$ cat src/rtl/lca_seq_ctrl.sv
// Chunk-serial adder: one CHUNK-bit lookahead-carry adder is reused NCHUNK
// times, LSB chunk first, to form a WIDTH-bit sum behind valid/ready handshakes.
module lca_seq_ctrl #(
    parameter int WIDTH = 64,
    parameter int CHUNK = 16
) (
    input  logic             clk,
    input  logic             rst_n,
    input  logic             in_valid,
    output logic             in_ready,
    input  logic [WIDTH-1:0] a,
    input  logic [WIDTH-1:0] b,
    input  logic             cin,
    output logic             out_valid,
    input  logic             out_ready,
    output logic [WIDTH-1:0] sum,
    output logic             cout,
    output logic             busy
);
    localparam int NCHUNK = WIDTH / CHUNK;
    localparam int IDXW   = (NCHUNK > 1) ? $clog2(NCHUNK) : 1;
    localparam logic [IDXW-1:0] IDX_LAST = IDXW'(NCHUNK - 1);

    typedef enum logic [1:0] {
        S_IDLE = 2'd0,
        S_RUN  = 2'd1,
        S_DONE = 2'd2
    } state_t;

    state_t           state_q, state_d;
    logic [IDXW-1:0]  idx_q, idx_d;
    logic [WIDTH-1:0] a_q, a_d, b_q, b_d, sum_q, sum_d;
    logic             carry_q, carry_d, cout_q, cout_d, out_valid_q, out_valid_d;
    logic [CHUNK:0]   add_res_s;

    // Ripple within each 4-bit group; group generate/propagate skip the carry across groups.
    function automatic logic [CHUNK:0] lca_add(input logic [CHUNK-1:0] x,
                                               input logic [CHUNK-1:0] y,
                                               input logic             ci);
        logic [CHUNK-1:0] p, g, s;
        logic c_grp, c_bit, grp_g, grp_p;
        p     = x ^ y;
        g     = x & y;
        s     = '0;
        c_grp = ci;
        for (int gi = 0; gi < CHUNK / 4; gi++) begin
            c_bit = c_grp;
            grp_g = 1'b0;
            grp_p = 1'b1;
            for (int k = 0; k < 4; k++) begin
                s[gi*4+k] = p[gi*4+k] ^ c_bit;
                c_bit     = g[gi*4+k] | (p[gi*4+k] & c_bit);
                grp_g     = g[gi*4+k] | (p[gi*4+k] & grp_g);
                grp_p     = grp_p & p[gi*4+k];
            end
            c_grp = grp_g | (grp_p & c_grp);
        end
        return {c_grp, s};
    endfunction

    // Next-state and datapath decode for the IDLE/RUN/DONE sequencer.
    always_comb begin
        state_d     = state_q;
        idx_d       = idx_q;
        a_d         = a_q;
        b_d         = b_q;
        carry_d     = carry_q;
        sum_d       = sum_q;
        cout_d      = cout_q;
        out_valid_d = out_valid_q;
        add_res_s   = lca_add(a_q[int'(idx_q)*CHUNK +: CHUNK],
                              b_q[int'(idx_q)*CHUNK +: CHUNK], carry_q);
        case (state_q)
            S_IDLE: begin
                if (in_valid) begin
                    a_d     = a;
                    b_d     = b;
                    carry_d = cin;
                    idx_d   = '0;
                    state_d = S_RUN;
                end else begin
                    state_d = S_IDLE;
                end
            end
            S_RUN: begin
                sum_d[int'(idx_q)*CHUNK +: CHUNK] = add_res_s[CHUNK-1:0];
                carry_d = add_res_s[CHUNK];
                if (idx_q == IDX_LAST) begin
                    cout_d      = add_res_s[CHUNK];
                    idx_d       = '0;
                    out_valid_d = 1'b1;
                    state_d     = S_DONE;
                end else begin
                    idx_d = idx_q + IDXW'(1);
                end
            end
            S_DONE: begin
                if (out_ready) begin
                    out_valid_d = 1'b0;
                    state_d     = S_IDLE;
                end else begin
                    out_valid_d = 1'b1;
                end
            end
            default: begin
                state_d     = S_IDLE;
                idx_d       = '0;
                out_valid_d = 1'b0;
            end
        endcase
    end

    // State and datapath registers with synchronous active-low reset.
    always_ff @(posedge clk) begin
        if (!rst_n) begin
            state_q     <= S_IDLE;
            idx_q       <= '0;
            a_q         <= '0;
            b_q         <= '0;
            carry_q     <= 1'b0;
            sum_q       <= '0;
            cout_q      <= 1'b0;
            out_valid_q <= 1'b0;
        end else begin
            state_q     <= state_d;
            idx_q       <= idx_d;
            a_q         <= a_d;
            b_q         <= b_d;
            carry_q     <= carry_d;
            sum_q       <= sum_d;
            cout_q      <= cout_d;
            out_valid_q <= out_valid_d;
        end
    end

    assign in_ready  = (state_q == S_IDLE);
    assign busy      = (state_q != S_IDLE);
    assign out_valid = out_valid_q;
    assign sum       = sum_q;
    assign cout      = cout_q;
endmodule

$ cat config.mk
export PLATFORM = sky130hd
export DESIGN_NAME = lca_seq_ctrl
export DESIGN_NICKNAME = d
export VERILOG_FILES = /design/src/rtl/lca_seq_ctrl.sv
export SDC_FILE = /design/constraint.sdc
export NUM_CORES = 1
export LEC_CHECK = 0
export ABC_AREA = 1
export BUFFER_PORTS_ARGS = -buffer_cell sky130_fd_sc_hd__buf_2
export CORE_ASPECT_RATIO = 0.75
export CORE_MARGIN = 2
export CORE_UTILIZATION = 50
export CTS_BUF_LIST = sky130_fd_sc_hd__clkbuf_4 sky130_fd_sc_hd__clkbuf_8
export CTS_CLUSTER_SIZE = 12
export DETAILED_ROUTE_END_ITERATION = 12
export PLACE_DENSITY = 0.75
export SYNTH_ARGS = -nofsm -noshare
export SYNTH_HDL_FRONTEND = slang
export SYNTH_SLANG_ARGS = --single-unit
$ cat constraint.sdc
create_clock -name clk -period 4.6 [get_ports clk]
set_input_delay 0.69 -clock clk [delete_from_list [all_inputs] [get_ports clk]]
set_output_delay 0.69 -clock clk [all_outputs]
set_load 0.01 [all_outputs]
==> impl_results.md <==
* Critical Path End: sum[63]
* R2R Path Start: idx_q[0]
* CTS tree: done
* Status: complete, no violations
* Final Hold Fails at 0
* Initial antenna violation count at 2
* Reg-to-reg endpoint: sum[63]
* Ratio of cells with drive above 1 in the final layout at between 10% and 20%
* H-Tree Depth at 4
* FP Rows at 42
* PD cells at between 300 and 400 mW/mm^2
* Vias at 8,331
* Number of buffers created by CTS at 17
* DRT Wirelength at 24,400 microns
* Clock Sinks at 199
* Die Area at between 0.015 and 0.02 sq mm
* CTS max path bufs at 2
* Via-to-Cell Ratio at 5.26
* Starting Density at 50.6%
* Hold Path Class: primary input to register
* Layout area overhead at 16.3%
* Post-Syn Instances at 1,183
* Postcts setup bufs at 0
* Io pins at 201
* Drt pass-1 iters at 6
* Pins Over Slew Limit at 0
* Top FF cell, synth: dfxtp_1
* Wire per inst at 15.4 microns
* Final HPWL DP at ~18,000 microns
* Gr usage total at around a quarter
* Setup WS post-layout at 481 ps
* Minimum clock period at ~4100 ps
* Fmax at 243 MHz
* Synth Warn # at 0
* Hold_buf cts at 0
* Unrepaired setup endpoints after global routing: no
* Pre-CTS setup slack at 519 ps
* Die H at 119 microns
* Synth Register Bits at 199
* Static Leak at 4.49 nW
* IO buf count at 200
* DRC viols at 0
* Total gr overflow at 0
* Final Cell Area at 0.0103 sq mm
* Post-Layout Cell Count at between 1,500 and 2,000
* Final Hold Slack at 462 ps
* Post-cts resize count at 0
* Reg2Reg Depth at 17
* Slew headroom at 30.3%
* Max-Cap Viols at 0
* ANT nets after route at 0
* Placed cell area at around 0.0098 sq mm
* Critical path peak fanout at 51
* Inst Count DP at 1,553
* Seq/Total Area, Yosys at 45.2%
* Gpl congestion at 0.852
* DRT iter0 DRCs at about 830
* Setup violators final at 0
* Largest net degree at the start of global routing at 130
* Clock Skews at between 10 and 15 ps
* Worst reg2reg setup slack at 480 ps
* First-pass GRT wire length at just under 40,000 microns
* Synth Area per Inst at between 7 and 8 sq um
* Max VDD drop at 189 uV
* Critical Path Start Type: register
* Reg clk slew, reported paths at approximately 100 ps
* Number of global-route vias before repair at ~7,600
* Critical path startpoint: idx_q[0]
* Post-Syn Area at 0.00882 sq mm
* CP Data Arrival Time at approximately 4500 ps
* Nets@finish at ~1,500
* Fraction of registers with async set/reset at 0%
* Worst-Skew Late Latency at 470 ps
* Crit Path Category: register to register
* Worst endpoint required time at 4990 ps
* Syn_nets at 1,353
* Period utilization at 89.5%
* Worst slew pin tran at 1050 ps
* Crit. End Element: register
* Root buf cell: clkbuf_8
* Post-synth EDFFs at 0
* Setup_tns at 0 ps
* Die X at 157 microns
* Library cells used by synthesis at 34
* Core area at 0.0174 sq mm
==> cells by family (layout without fill, tap and decap cells) <==
logic type / Yosys count / count (layout) / synth area share [%]
AND/OR/NAND/NOR: 514 / 514 / 23.1
AO/OA/AOI/OAI: 287 / 287 / 18.2
flip-flops: 199 / 199 / 45.2
buffers and inverters: 142 / 299 / 6.87
adder cells (fa/ha/maj): 37 / 37 / 6.27
XOR/XNOR: 4 / 4 / 0.397
other: 0 / 1 / 0
==> synthesized netlist by cell type (8+ instances only) <==
library cell	instances	area (sq um)
a32oi_1	22	193
nand2_1	160	601
o21ai_0	152	761
fa_1	12	240
nand3_1	19	95.1
a22oi_1	24	180
o22ai_1	10	62.6
buf_4	8	60.1
inv_1	57	214
nor2_1	311	1170
nor3_1	13	65.1
dfxtp_1	199	3980
ha_1	25	313
a21oi_1	72	360
clkbuf_1	48	180
buf_2	20	100
==> worst min path at each step <==
stage	start	slack [ps]	cells after the start	end
2_1_floorplan	a_q[16]	450	2	a_q[16]
5_1_grt	b[6]	460	3	b_q[6]
6_report	b[12]	460	3	b_q[12]
4_1_cts	b[58]	450	3	b_q[58]
3_3_place_gp	sum[12]	450	2	sum[12]
3_5_place_dp	sum[38]	450	2	sum[38]
==> critical path: stages (launching register included) <==
cell and delay, ps:
dfxtp_2 330, inv_2 580, buf_4 320, nand2_1 70
a32oi_1 350, ha_1 220, nand2_1 60, nor2_1 100
nand2_1 70, nand2_1 90, inv_1 60, fa_1 390
fa_1 390, fa_1 380, xor2_1 190, nor3_1 220
nand2_1 90, a21oi_1 140
==> per-stage QoR <==
| step | utilization (%) | total power, mW |
|---|---|---|
| final | 58.8 | 4.06 |
| after global routing | 58.8 | 4.27 |
| after CTS | 58.8 | 4.07 |
| after floorplan | - | 2.59 |
| after detailed placement | 56.4 | 2.92 |
| after global placement | 56.4 | 2.90 |
==> power breakdown <==
group          internal, mW  switching (mW)  total (mW)
clock network         0.561           0.609        1.17
registers              1.85          0.0801        1.93
logic                 0.330           0.635       0.965
==> flip-flops by register name, indices dropped and copies added, names as in the netlist <==
| name | count |
|---|---|
| b_q | 64 |
| carry_q | 1 |
| idx_q | 2 |
| state_q | 2 |
| sum | 64 |
| a_q | 64 |
| cout | 1 |
| out_valid | 1 |
==> layout by cell type (no fill, tap or decap), types with 12 or more instances in the layout <==
master,count
buf_2,199
a22oi_1,24
o21ai_0,152
dfxtp_1,198
nor3_1,13
clkbuf_8,19
nor2_1,311
ha_1,25
inv_1,55
nand3_1,19
a21oi_1,72
nand2_1,159
a32oi_1,22
fa_1,12
==> cell type report <==
class,instances,area (sq um)
Timing Repair Buffer,210,1090
Multi-Input combinational cell,842,4240
Inverter,60,230
Antenna cell,1,2.50
Fill cell,1689,7190
Sequential cell,199,3990
Clock buffer,19,262
Clock inverter,10,145
Tap cell,242,303
==> routing by layer <==
metal  GRT usage (%)  wire (microns)  part of all wire (%)  vias to the layer above
met5               0              11                 0.045                        -
li1                -               -                     -                     4162
met2            42.1           11000                    45                      308
met3            5.71            1820                   7.4                       33
met4            7.05             360                   1.5                        2
met1            36.3           11200                    46                     3826
Note: power is estimated with default switching activity, not from simulation.
